--- config.mk ---
export PLATFORM = sky130hd
export DESIGN_NAME = cond_unit
export DESIGN_NICKNAME = d
export VERILOG_FILES = /design/src/rtl/cond_unit.sv
export SDC_FILE = /design/constraint.sdc
export NUM_CORES = 1
export LEC_CHECK = 0
export ABC_AREA = 1
export BUFFER_PORTS_ARGS = -buffer_cell sky130_fd_sc_hd__buf_4
export CAP_MARGIN = 10
export CORE_UTILIZATION = 40
export CTS_BUF_LIST = sky130_fd_sc_hd__clkbuf_8
export CTS_CLUSTER_DIAMETER = 120
export CTS_CLUSTER_SIZE = 10
export DETAILED_ROUTE_END_ITERATION = 10
export PLACE_DENSITY = 0.78
export SETUP_SLACK_MARGIN = 0.4
export SLEW_MARGIN = 25
export SYNTH_ARGS = -nofsm -noshare
export SYNTH_HDL_FRONTEND = slang
export SYNTH_SLANG_ARGS = --single-unit
export TNS_END_PERCENT = 1
--- constraint.sdc ---
create_clock -name clk -period 1.7 [get_ports clk]
set_input_delay 0.34 -clock clk [delete_from_list [all_inputs] [get_ports clk]]
set_output_delay 0.34 -clock clk [all_outputs]
set_load 0.01 [all_outputs]
--- src/rtl/cond_unit.sv ---
// Condition unit: ARM condition evaluation, latched CondExR, write gating, a delayed
// per-group NZCV register and optional IT predication (enabled by defining COND_IT_EN).
module cond_unit #(
  parameter int FLAG_DELAY   = 1,
  parameter int FLAGW_GROUPS = 2
) (
  input  logic                    clk,
  input  logic                    reset,
  input  logic [3:0]              Cond,
  input  logic [3:0]              ALUFlags,
  input  logic [FLAGW_GROUPS-1:0] FlagW,
  input  logic                    PCS,
  input  logic                    NextPC,
  input  logic                    RegW,
  input  logic                    MemW,
  input  logic                    CondSample,
  input  logic                    InstrDone,
  input  logic                    ITStart,
  input  logic [3:0]              ITCond,
  input  logic [1:0]              ITLen,
  input  logic [3:0]              ITMask,
  output logic                    PCWrite,
  output logic                    RegWrite,
  output logic                    MemWrite,
  output logic [3:0]              Flags,
  output logic                    CondExR,
  output logic                    ITActive
);

  logic [3:0]              eff_cond;
  logic                    cond_ex;
  logic [FLAGW_GROUPS-1:0] flag_req;
  logic [FLAGW_GROUPS-1:0] group_en;
  logic [3:0]              flag_en;

`ifdef COND_IT_EN
  logic [2:0] it_count;
  logic [3:0] it_mask;

  // ITStart takes priority: a coincident InstrDone is the IT instruction retiring itself.
  always_ff @(posedge clk) begin
    if (reset) begin
      it_count <= 3'd0;
      it_mask  <= 4'd0;
    end else if (ITStart) begin
      it_count <= {1'b0, ITLen} + 3'd1;
      it_mask  <= ITMask;
    end else if (InstrDone && ITActive) begin
      it_count <= it_count - 3'd1;
      it_mask  <= {1'b0, it_mask[3:1]};
    end
  end

  assign ITActive = (it_count != 3'd0);
  // An else slot flips bit 0, which inverts every condition (AL becomes NV).
  assign eff_cond = ITActive ? {ITCond[3:1], ITCond[0] ^ ~it_mask[0]} : Cond;
`else
  logic unused_it;
  assign unused_it = ^{ITStart, ITCond, ITLen, ITMask, InstrDone};
  assign ITActive  = 1'b0;
  assign eff_cond  = Cond;
`endif

  // NOTE: every variable gets a default before the case so no latch can be inferred.
  always_comb begin
    cond_ex = 1'b0;
    case (eff_cond)
      4'b0000: cond_ex = Flags[2];
      4'b0001: cond_ex = ~Flags[2];
      4'b0010: cond_ex = Flags[1];
      4'b0011: cond_ex = ~Flags[1];
      4'b0100: cond_ex = Flags[3];
      4'b0101: cond_ex = ~Flags[3];
      4'b0110: cond_ex = Flags[0];
      4'b0111: cond_ex = ~Flags[0];
      4'b1000: cond_ex = Flags[1] & ~Flags[2];
      4'b1001: cond_ex = ~(Flags[1] & ~Flags[2]);
      4'b1010: cond_ex = (Flags[3] == Flags[0]);
      4'b1011: cond_ex = (Flags[3] != Flags[0]);
      4'b1100: cond_ex = ~Flags[2] & (Flags[3] == Flags[0]);
      4'b1101: cond_ex = ~(~Flags[2] & (Flags[3] == Flags[0]));
      4'b1110: cond_ex = 1'b1;
      default: cond_ex = 1'b0;
    endcase
  end

  // NOTE: sequential state uses non-blocking assignments so all registers see pre-edge values.
  always_ff @(posedge clk) begin
    if (reset)           CondExR <= 1'b0;
    else if (CondSample) CondExR <= cond_ex;
  end

  assign flag_req = CondSample ? (FlagW & {FLAGW_GROUPS{cond_ex}}) : '0;

  generate
    if (FLAG_DELAY == 0) begin : g_no_delay
      assign group_en = flag_req;
    end else begin : g_delay
      logic [FLAGW_GROUPS-1:0] dly [FLAG_DELAY];
      // NOTE: the delay line is reset because its stages act directly as write enables.
      always_ff @(posedge clk) begin
        if (reset) begin
          for (int i = 0; i < FLAG_DELAY; i++) dly[i] <= '0;
        end else begin
          dly[0] <= flag_req;
          for (int i = 1; i < FLAG_DELAY; i++) dly[i] <= dly[i-1];
        end
      end
      assign group_en = dly[FLAG_DELAY-1];
    end

    if (FLAGW_GROUPS == 4) begin : g_per_flag
      assign flag_en = group_en;
    end else begin : g_nz_cv
      assign flag_en = {group_en[1], group_en[1], group_en[0], group_en[0]};
    end
  endgenerate

  always_ff @(posedge clk) begin
    if (reset) begin
      Flags <= 4'd0;
    end else begin
      for (int i = 0; i < 4; i++)
        if (flag_en[i]) Flags[i] <= ALUFlags[i];
    end
  end

  assign RegWrite = RegW & CondExR;
  assign MemWrite = MemW & CondExR;
  assign PCWrite  = (PCS & CondExR) | NextPC;

endmodule

==> flow_summary.yaml <==
global_routing:
  grt-ovfl-total: 0
  gr-usage-met1_pct: 21.0
  grt_max_degree: 9
  met2_usage_pct: 33.3
  antenna_found_initial: 0
  gr-max-usage-layer: "met2"
  grt_use_met3_pct: 3.47
  grt_pass1_vias: 497
  track_usage_pct: 20.4
  grt_pass1_wl_um: 1960
drt:
  final_antenna_net_count: 0
  dr.pass1.iters: 4
  wl_per_cell_um: 9.87
  first_iter_violations: 11
  drcViolationCount: 0
  route.vias.total: 626
  wl_um: 1310
  drt-vias-per-instance: 4.71
clocking:
  cts_buffers: 3
  ctsRootBufferMaster: "clkbuf_8"
  hold_buffers: 0
  clkTransAtPathRegs_ps: 40
  cts_tree: "yes"
  clock_latency_ps: 230
  ctsHtreeMaxLevel: 1
  cts_max_path_buffers: 2
  cts_sinks: 7
worst_setup_path:
  cp_top_family: "simple AND/OR/NAND/NOR gates"
  r2r_end: "CondExR$_SDFFE_PP0P_"
  crit_path_cell_trace: "buf_4, nand3_1, nand3_1, nand2_1, inv_2, nor2_4, nand3_2, nor2_2, nor2_2"
  slowest_stage: "dfxtp_4"
  max_stage_delay_ps: 350
  worstSetupPathType: "reg2reg"
  path_max_fanout: 4
  critical_path_buf_inv_count: 2
  ff2ff_path_depth: 9
  end_kind: "register"
  cp.arrival_ps: 1330
  r2r_start: "Flags[0]$_SDFFE_PP0P_"
  required_ps: 1810
  start_kind: "register"
  rrSetupSlack_ps: 480
placed_design:
  dpl_cell_area_um2: 719
  dpl.hpwl_um: 1030
  pre_cts_slack_ps: 444
  portBuffers: 24
  routabilityCongestion: 0.744
  place_inst: 128
power:
  switching_power_mw: 0.153
  peakVddDrop_uv: 540
  combPwrFrac_pct: 25.0
  fin_total_pwr_mw: 0.546
  p_leak_nw: 0.426
  pwr-share-seq_pct: 32.9
  intPower_mw: 0.392
  p_per_area_nw_per_um2: 681
  power_frac_clock_pct: 42.1
  switching_share_pct: 28.1
min_path:
  holdPathStages: 3
  min_path_type: "in2reg"
  hold_path_end: "g_delay.dly[0][1]$_SDFF_PP0_"
  min-delay-start: "FlagW[1]"
synthesis:
  netlist_instances: 92
  synth_area_um2: 541
  synth_area_leaders: "dfxtp_1 26%, nand3_1 14%, nand2_1 13%, nor2_2 9.3%, inv_1 7.6%"
  ys_warn_count: 0
  yosysTopAreaCellShare_pct: 25.9
  synth_top_cell_by_area: "dfxtp_1"
  synth.ff_latch_count: 7
  synth-seq-area-share_pct: 25.9
  ys_types: 17
  synth_nets: 121
  avgSynthCellArea_um2: 5.88
floorplan:
  boundaryPins: 38
  coreArea_um2: 1190
  initial_utilization_pct: 45.6
  die_h_um: 38.8
  die_x_um: 38.8
  dieArea_um2: 1500
  fp-row-count: 12
timing:
  fin_crit_sh_pct: 71.9
  finalHoldViolCount: 0
  setup_viol: 0
  finalCriticalPeriod_ps: 1220
  worst_slack_ps: 478
  skew_ps: 0.217
  rsz0062_at_grt: "no"
  fmax_mhz: 819
  fin_setup_tns_ps: 0
  hold_slack_ps: 380
  slew_viol_final: 0
flow_run:
  drv_cap: 0
finish:
  nNetsFinal: 149
  drive_gt1_share_pct: 45.4
  diodes: 0
  design_area_um2: 801
  nFillCells: 104
  fin_util_pct: 67.5
  area_growth_syn_to_layout_pct: 48.1
  final_cell_count_no_fill: 133
status:
  status: "finished, final reports clean"
[what timing repair did]
action,in CTS,in global routing
setup buffers,0,1
endpoints found under the hold margin,0,0
resized for setup,0,13
setup endpoints to repair,0,3
[worst register-to-register path: cells and delay by family (launching register included)]
family	cells	cell delay, ps
AND/OR/NAND/NOR	7	580
flip-flops	1	350
buffers and inverters	2	170
[flip-flops by register name (all words and copies together) (netlist names)]
signal       cells
CondExR          1
Flags            4
g_delay.dly      2
[worst max path at each step]
stage,startpoint,to,slack [ps],depth (start not counted)
final,Flags[0]$_SDFFE_PP0P_,CondExR$_SDFFE_PP0P_,480,9
after global routing,Flags[0]$_SDFFE_PP0P_,CondExR$_SDFFE_PP0P_,390,9
after CTS,Flags[0]$_SDFFE_PP0P_,CondExR$_SDFFE_PP0P_,410,9
after detailed placement,Flags[0]$_SDFFE_PP0P_,CondExR$_SDFFE_PP0P_,440,9
after global placement,Cond[1],g_delay.dly[0][0]$_SDFF_PP0_,440,10
after floorplan,Flags[3]$_SDFFE_PP0P_,CondExR$_SDFFE_PP0P_,510,9
[power by group through the flow]
stage / Clock [mW] / Combinational, mW / Sequential [mW]
floorplan: 0 / 0.0710 / 0.185
global placement: 0 / 0.128 / 0.183
detailed placement: 0 / 0.130 / 0.183
CTS: 0.234 / 0.131 / 0.180
global route: 0.245 / 0.151 / 0.181
finish: 0.230 / 0.137 / 0.179
[layer usage]
layer | share of wire [%] | wire length (um) | up-vias
met3 | 3.5 | 46 | 5
li1 | - | - | 340
met5 | 0 | 0 | -
met4 | 3.7 | 48 | 0
met1 | 42 | 554 | 265
met2 | 51 | 664 | 16
[cell type report]
type                       count  area, um2  share of cell area, %
timing repair buffer          25        188                   23.4
sequential                     7        149                   18.6
tap                           14       17.5                   2.19
multi-input combinational     67        342                   42.7
clock inverter                 1       3.75                  0.469
inverter                      16       60.1                   7.50
clock buffer                   3       41.3                   5.16
[cell families (layout without fill, tap and decap cells)]
group	after synthesis	in the layout	share of synthesized area, %
simple gates	55	55	48.1
buf+inv	18	45	14.6
compound gates	11	11	10.6
flops	7	7	25.9
other cells	1	1	0.694
[synthesized netlist by cell type]
| master | count |
|---|---|
| nand2_1 | 18 |
| nand3_1 | 15 |
| inv_1 | 11 |
| nor2_1 | 11 |
| nor2_2 | 8 |
| dfxtp_1 | 7 |
| inv_2 | 5 |
| o21ai_0 | 5 |
| a21oi_1 | 4 |
| a21o_1 | 1 |
| buf_4 | 1 |
| buf_6 | 1 |
| conb_1 | 1 |
| nand3_2 | 1 |
| nor2_4 | 1 |
| nor3_1 | 1 |
| o21ai_1 | 1 |
[placed cells by master, fill, tap and decap left out, drive strengths merged]
cell type / netlist / layout
conb: 1 / 1
a21oi: 4 / 4
a21o: 1 / 1
nand2: 18 / 18
nand3: 16 / 16
buf: 2 / 25
dfxtp: 7 / 7
o21ai: 6 / 6
nor2: 20 / 20
nor3: 1 / 1
inv: 16 / 17
clkbuf: 0 / 3
Power figures use the tool's default switching activity.
